`config.mk`:
```
export PLATFORM = sky130hd
export DESIGN_NAME = prog_loader
export DESIGN_NICKNAME = d
export VERILOG_FILES = /design/src/rtl/prog_loader.sv
export SDC_FILE = /design/constraint.sdc
export NUM_CORES = 1
export LEC_CHECK = 0
export ABC_AREA = 1
export CORE_ASPECT_RATIO = 1.1
export CORE_UTILIZATION = 30
export CTS_CLUSTER_SIZE = 24
export DETAILED_ROUTE_END_ITERATION = 8
export PLACE_DENSITY = 0.52
export RECOVER_POWER = 50
export SLEW_MARGIN = 20
export SYNTH_ARGS = -nofsm -noshare
export SYNTH_HDL_FRONTEND = slang
export SYNTH_SLANG_ARGS = --single-unit
```
`constraint.sdc`:
```
create_clock -name i_clk -period 2 [get_ports i_clk]
set_input_delay 0.6 -clock i_clk [delete_from_list [all_inputs] [get_ports i_clk]]
set_output_delay 0.6 -clock i_clk [all_outputs]
set_load 0.01 [all_outputs]
```
`src/rtl/prog_loader.sv`:
```
// UART program loader: receives a little-endian length-prefixed byte stream and
// writes 32-bit instruction words into memory, holding the CPU in reset until done.
module prog_loader #(
    parameter int CLKS_PER_BIT = 868,
    parameter int ADDR_W       = 8
) (
    input  logic              i_clk,
    input  logic              i_rst,
    input  logic              i_uart_rx,
    input  logic              i_start,
    output logic              o_imem_we,
    output logic [ADDR_W-1:0] o_imem_addr,
    output logic [31:0]       o_imem_wdata,
    output logic              o_cpu_rst_n,
    output logic              o_busy,
    output logic              o_done,
    output logic              o_err
);

    localparam logic [15:0] BIT_LAST  = 16'(CLKS_PER_BIT - 1);
    localparam logic [15:0] HALF_LAST = 16'(CLKS_PER_BIT / 2 - 1);
    localparam logic [16:0] MAX_WORDS = 17'(2 ** ADDR_W);

    typedef enum logic [1:0] {RX_IDLE, RX_START, RX_DATA, RX_STOP} rx_state_t;
    typedef enum logic [2:0] {IDLE, LEN_LO, LEN_HI, DATA, DONE, ERR} ld_state_t;

    logic              rx_meta_q, rx_sync_q, rx_prev_q;
    rx_state_t         rx_state_q, rx_state_d;
    logic [15:0]       rx_cnt_q, rx_cnt_d;
    logic [2:0]        rx_bit_q, rx_bit_d;
    logic [7:0]        rx_shift_q, rx_shift_d;
    logic              byte_valid_q, byte_valid_d;
    logic              frame_err_q, frame_err_d;

    ld_state_t         state_q, state_d;
    logic [7:0]        len_lo_q, len_lo_d;
    logic [16:0]       rem_q, rem_d;
    logic [1:0]        pack_cnt_q, pack_cnt_d;
    logic [31:0]       pack_q, pack_d;
    logic [ADDR_W-1:0] addr_q, addr_d;
    logic              we_q, we_d;
    logic [31:0]       wdata_q, wdata_d;
    logic              cpu_rst_n_q, cpu_rst_n_d;
    logic              busy_q, busy_d;
    logic              done_q, done_d;
    logic              err_q, err_d;
    logic [15:0]       len_full;

    always_comb begin
        rx_state_d   = rx_state_q;
        rx_cnt_d     = rx_cnt_q + 16'd1;
        rx_bit_d     = rx_bit_q;
        rx_shift_d   = rx_shift_q;
        byte_valid_d = 1'b0;
        frame_err_d  = 1'b0;
        case (rx_state_q)
            RX_IDLE: begin
                rx_cnt_d = 16'd0;
                if (rx_prev_q && !rx_sync_q) begin
                    rx_state_d = RX_START;
                end
            end
            RX_START: begin
                // Mid-start-bit recheck filters short low glitches
                if (rx_cnt_q == HALF_LAST) begin
                    rx_cnt_d = 16'd0;
                    rx_bit_d = 3'd0;
                    rx_state_d = rx_sync_q ? RX_IDLE : RX_DATA;
                end
            end
            RX_DATA: begin
                if (rx_cnt_q == BIT_LAST) begin
                    rx_cnt_d   = 16'd0;
                    rx_shift_d = {rx_sync_q, rx_shift_q[7:1]};
                    rx_bit_d   = rx_bit_q + 3'd1;
                    if (rx_bit_q == 3'd7) begin
                        rx_state_d = RX_STOP;
                    end
                end
            end
            RX_STOP: begin
                if (rx_cnt_q == BIT_LAST) begin
                    rx_cnt_d     = 16'd0;
                    rx_state_d   = RX_IDLE;
                    byte_valid_d = rx_sync_q;
                    frame_err_d  = !rx_sync_q;
                end
            end
            default: rx_state_d = RX_IDLE;
        endcase
    end

    assign len_full = {rx_shift_q, len_lo_q};

    always_comb begin
        state_d    = state_q;
        len_lo_d   = len_lo_q;
        rem_d      = rem_q;
        pack_cnt_d = pack_cnt_q;
        pack_d     = pack_q;
        addr_d     = addr_q;
        we_d       = 1'b0;
        wdata_d    = wdata_q;
        case (state_q)
            IDLE, DONE, ERR: begin
                if (i_start) begin
                    state_d    = LEN_LO;
                    pack_cnt_d = 2'd0;
                end
            end
            LEN_LO: begin
                if (frame_err_q) begin
                    state_d = ERR;
                end else if (byte_valid_q) begin
                    len_lo_d = rx_shift_q;
                    state_d  = LEN_HI;
                end
            end
            LEN_HI: begin
                if (frame_err_q) begin
                    state_d = ERR;
                end else if (byte_valid_q) begin
                    if (len_full == 16'd0) begin
                        state_d = DONE;
                    end else if ({1'b0, len_full} > MAX_WORDS) begin
                        state_d = ERR;
                    end else begin
                        state_d    = DATA;
                        addr_d     = '0;
                        rem_d      = {1'b0, len_full};
                        pack_cnt_d = 2'd0;
                    end
                end
            end
            DATA: begin
                // The write cycle retires the word; the last one holds the address
                if (we_q) begin
                    rem_d = rem_q - 17'd1;
                    if (rem_q == 17'd1) begin
                        state_d = DONE;
                    end else begin
                        addr_d = addr_q + ADDR_W'(1);
                    end
                end else if (frame_err_q) begin
                    state_d = ERR;
                end else if (byte_valid_q) begin
                    pack_d     = {rx_shift_q, pack_q[31:8]};
                    pack_cnt_d = pack_cnt_q + 2'd1;
                    if (pack_cnt_q == 2'd3) begin
                        we_d    = 1'b1;
                        wdata_d = {rx_shift_q, pack_q[31:8]};
                    end
                end
            end
            default: state_d = IDLE;
        endcase
        busy_d      = (state_d == LEN_LO) || (state_d == LEN_HI) || (state_d == DATA);
        done_d      = (state_d == DONE);
        err_d       = (state_d == ERR);
        cpu_rst_n_d = (state_d == DONE);
    end

    always_ff @(posedge i_clk) begin
        if (!i_rst) begin
            rx_meta_q    <= 1'b1;
            rx_sync_q    <= 1'b1;
            rx_prev_q    <= 1'b1;
            rx_state_q   <= RX_IDLE;
            rx_cnt_q     <= 16'd0;
            rx_bit_q     <= 3'd0;
            rx_shift_q   <= 8'd0;
            byte_valid_q <= 1'b0;
            frame_err_q  <= 1'b0;
            state_q      <= IDLE;
            len_lo_q     <= 8'd0;
            rem_q        <= 17'd0;
            pack_cnt_q   <= 2'd0;
            pack_q       <= 32'd0;
            addr_q       <= '0;
            we_q         <= 1'b0;
            wdata_q      <= 32'd0;
            cpu_rst_n_q  <= 1'b0;
            busy_q       <= 1'b0;
            done_q       <= 1'b0;
            err_q        <= 1'b0;
        end else begin
            rx_meta_q    <= i_uart_rx;
            rx_sync_q    <= rx_meta_q;
            rx_prev_q    <= rx_sync_q;
            rx_state_q   <= rx_state_d;
            rx_cnt_q     <= rx_cnt_d;
            rx_bit_q     <= rx_bit_d;
            rx_shift_q   <= rx_shift_d;
            byte_valid_q <= byte_valid_d;
            frame_err_q  <= frame_err_d;
            state_q      <= state_d;
            len_lo_q     <= len_lo_d;
            rem_q        <= rem_d;
            pack_cnt_q   <= pack_cnt_d;
            pack_q       <= pack_d;
            addr_q       <= addr_d;
            we_q         <= we_d;
            wdata_q      <= wdata_d;
            cpu_rst_n_q  <= cpu_rst_n_d;
            busy_q       <= busy_d;
            done_q       <= done_d;
            err_q        <= err_d;
        end
    end

    assign o_imem_we    = we_q;
    assign o_imem_addr  = addr_q;
    assign o_imem_wdata = wdata_q;
    assign o_cpu_rst_n  = cpu_rst_n_q;
    assign o_busy       = busy_q;
    assign o_done       = done_q;
    assign o_err        = err_q;

endmodule

```
==> impl_metrics.json <==
{
  "cts_made_buffers": 17,
  "area_delta_synth_final_pct": 24.1,
  "min_path_type": "register to register",
  "cp.arrival_ns": 1.33,
  "fp.dieW_um": 134,
  "cts.clk_slew.worst_paths_ns": 0.06,
  "path_cells": "clkdlybuf4s50_1",
  "hold_viol": 0,
  "crit_path_max_incr_delay_ns": 0.55,
  "final.setup.tns_ns": 0,
  "clock-sinks": 132,
  "cp.buffers_inverters": 1,
  "wl_um": 13400,
  "grt_pass1_wl_um": 23000,
  "p_per_area_mw_per_mm2": 809,
  "max_slew_margin_pct": 59.8,
  "setup_viol": 0,
  "ios": 49,
  "synth_compound_area_share_pct": 14.6,
  "drv_cap": 0,
  "gp_congestion": 0.819,
  "synth.area.top_cells": "dfxtp_1 (46%), nor2_1 (8.6%), nand2_1 (7.7%)",
  "post-route-period-util_pct": 96.6,
  "antenna_found_initial": 0,
  "synth_top_area_share_pct": 46.0,
  "cts-root-buf": "clkbuf_16",
  "grt_overflow": 0,
  "antenna_left": 0,
  "path_depth": 1,
  "synth_adder_area_share_pct": 1.74,
  "antennaDiodeCount": 0,
  "grt_max_degree": 81,
  "dp_hpwl_um": 9310,
  "numPortBuffers": 48,
  "worst_ep_required_time_ns": 1.40,
  "drive_gt1_share_pct": 9.98,
  "fin_crit_ns": 1.93,
  "crit_type": "register to output pin",
  "core_area_sq_mm": 0.0185,
  "reg2reg_depth": 10,
  "post-cts-setup-buffer-count": 0,
  "cp_slowest_cell": "clkdlybuf4s50_1",
  "synth_top_family_by_area": "simple AND/OR/NAND/NOR gates",
  "synth_common_cells": "dfxtp_1 (132), nor2_1 (132), nand2_1 (118)",
  "synth-seq-cells": 132,
  "p_total_mw": 5.76,
  "slew_violations": 0,
  "holdPathStages": 1,
  "wl_per_cell_um": 12.4,
  "vdd_ir_drop_max_mv": 0.581,
  "via_per_inst": 4.63,
  "ys_warn_count": 0,
  "clock_skew_ns": 0.0114,
  "rsz0062_at_grt": "false",
  "fmax_mhz": 517,
  "endpoint_kind": "output pin",
  "crit_family": "buffers and inverters",
  "htreeDepth": 4,
  "ys_seq_area_share_pct": 46.0,
  "synth_xor_area_share_pct": 2.59,
  "worstMarginPinSlew_ns": 0.604,
  "synth_cell_types": 44,
  "synth_edf_count": 0,
  "syn_area_per_cell_sq_um": 7.45,
  "die_y_um": 147,
  "die_area_sq_mm": 0.0197,
  "dr.pass1.iters": 4,
  "cts_tree": "done",
  "syn_nets": 783,
  "row_count": 52,
  "muxShareOfSynthArea_pct": 0.174,
  "synth_area_leader_cell": "dfxtp_1",
  "synthArstFlopShare_pct": 0,
  "run_status": "completed",
  "nets": 842,
  "synth-simple-area-share_pct": 27.8,
  "grt_usage_pct": 14.7,
  "start_util_pct": 31.0,
  "route.vias.total": 5022,
  "netlist_instances": 771,
  "critPathMaxFanout": 5,
  "clock_path_buffers": 2,
  "synth_ff_type": "dfxtp_1",
  "grt_pass1_vias": 4663,
  "syn-cell-area_sq_mm": 0.00574,
  "startpoint_type": "register",
  "drt_iter0_drc": 252,
  "insertion_delay_ns": 0.42,
  "leakagePower_nw": 2.90,
  "route.detailed.drc": 0
}
[final timing paths]
check,from,endpoint,slack [ns]
setup / recovery,o_imem_addr[0],o_imem_addr[0],0.07
hold / removal,rx_meta_q,rx_sync_q,0.41
setup reg to reg,state_q[0],pack_q[31],0.17
hold reg to reg,rx_meta_q,rx_sync_q,0.41
[layout by cell type (no fill, tap or decap), types with 4 or more instances in the layout]
cell and count:
nor2_1 130, dfxtp_1 128, nand2_1 120, o21ai_0 80, a21oi_1 62, inv_1 59
nand3_1 58, clkdlybuf4s50_1 43, buf_4 19, clkbuf_16 17, nor3_1 13, xor2_1 12
nand4_1 9, ha_1 7, inv_2 6, xnor2_1 5, clkinv_4 5, nor2_4 4
nor2_2 4, clkbuf_1 4, dfxtp_2 4
[metal layers]
| metal | GRT usage, % | vias to the layer above | wire, um |
|---|---|---|---|
| met5 | 0 | - | 0 |
| met4 | 6.14 | 0 | 187 |
| met3 | 3.35 | 16 | 478 |
| met2 | 22.0 | 72 | 5950 |
| met1 | 20.0 | 2274 | 6820 |
| li1 | - | 2660 | - |
[power breakdown]
group          switching [mW]  internal, mW  total (mW)
registers              0.0128          2.65        2.66
clock network            1.22          1.72        2.94
logic                   0.105        0.0554       0.160
[sequential cells by signal, indices dropped and copies added (netlist names), 2 cells and up, named ones only]
register / count
pack_q: 24
o_imem_wdata: 32
rem_q: 17
rx_shift_q: 8
pack_cnt_q: 2
rx_cnt_q: 16
rx_bit_q: 3
state_q: 3
o_imem_addr: 8
len_lo_q: 8
[what timing repair did]
action	4_1_cts	5_1_grt
hold buffers	0	0
endpoints found under the setup margin	6	12
resized for setup	6	7
cloned	0	0
pin swaps	0	0
[through the flow]
stage	cell area, sq um	hold slack, ns	std cells	setup slack (ns)	utilization (%)
floorplan	5740	0.393	771	0.348	-
global placement	6560	0.394	1054	0.0565	35.4
detailed placement	6560	0.404	1054	0.0133	35.4
CTS	7120	0.417	1085	0.00990	38.4
global route	7120	0.450	1085	0.00531	38.4
finish	7120	0.413	1085	0.0673	38.4
[layout make-up]
| type | instances | area, sq um |
|---|---|---|
| Fill cell | 1947 | 11400 |
| Clock inverter | 13 | 129 |
| Sequential cell | 132 | 2650 |
| Inverter | 65 | 244 |
| Timing Repair Buffer | 71 | 662 |
| Clock buffer | 18 | 429 |
| Multi-Input combinational cell | 543 | 2710 |
| Tap cell | 243 | 304 |
[kinds of logic (layout without fill, tap and decap cells)]
group                      after synthesis  count (layout)
AOI/OAI and AO/OA                      160             160
DFF                                    132             132
adders and majority gates                8               8
and+or+nand+nor                        357             357
buffers and inverters                   96             167
muxes                                    1               1
xor gates and xnor gates                17              17
No activity file was read; power rests on OpenSTA's default activity.
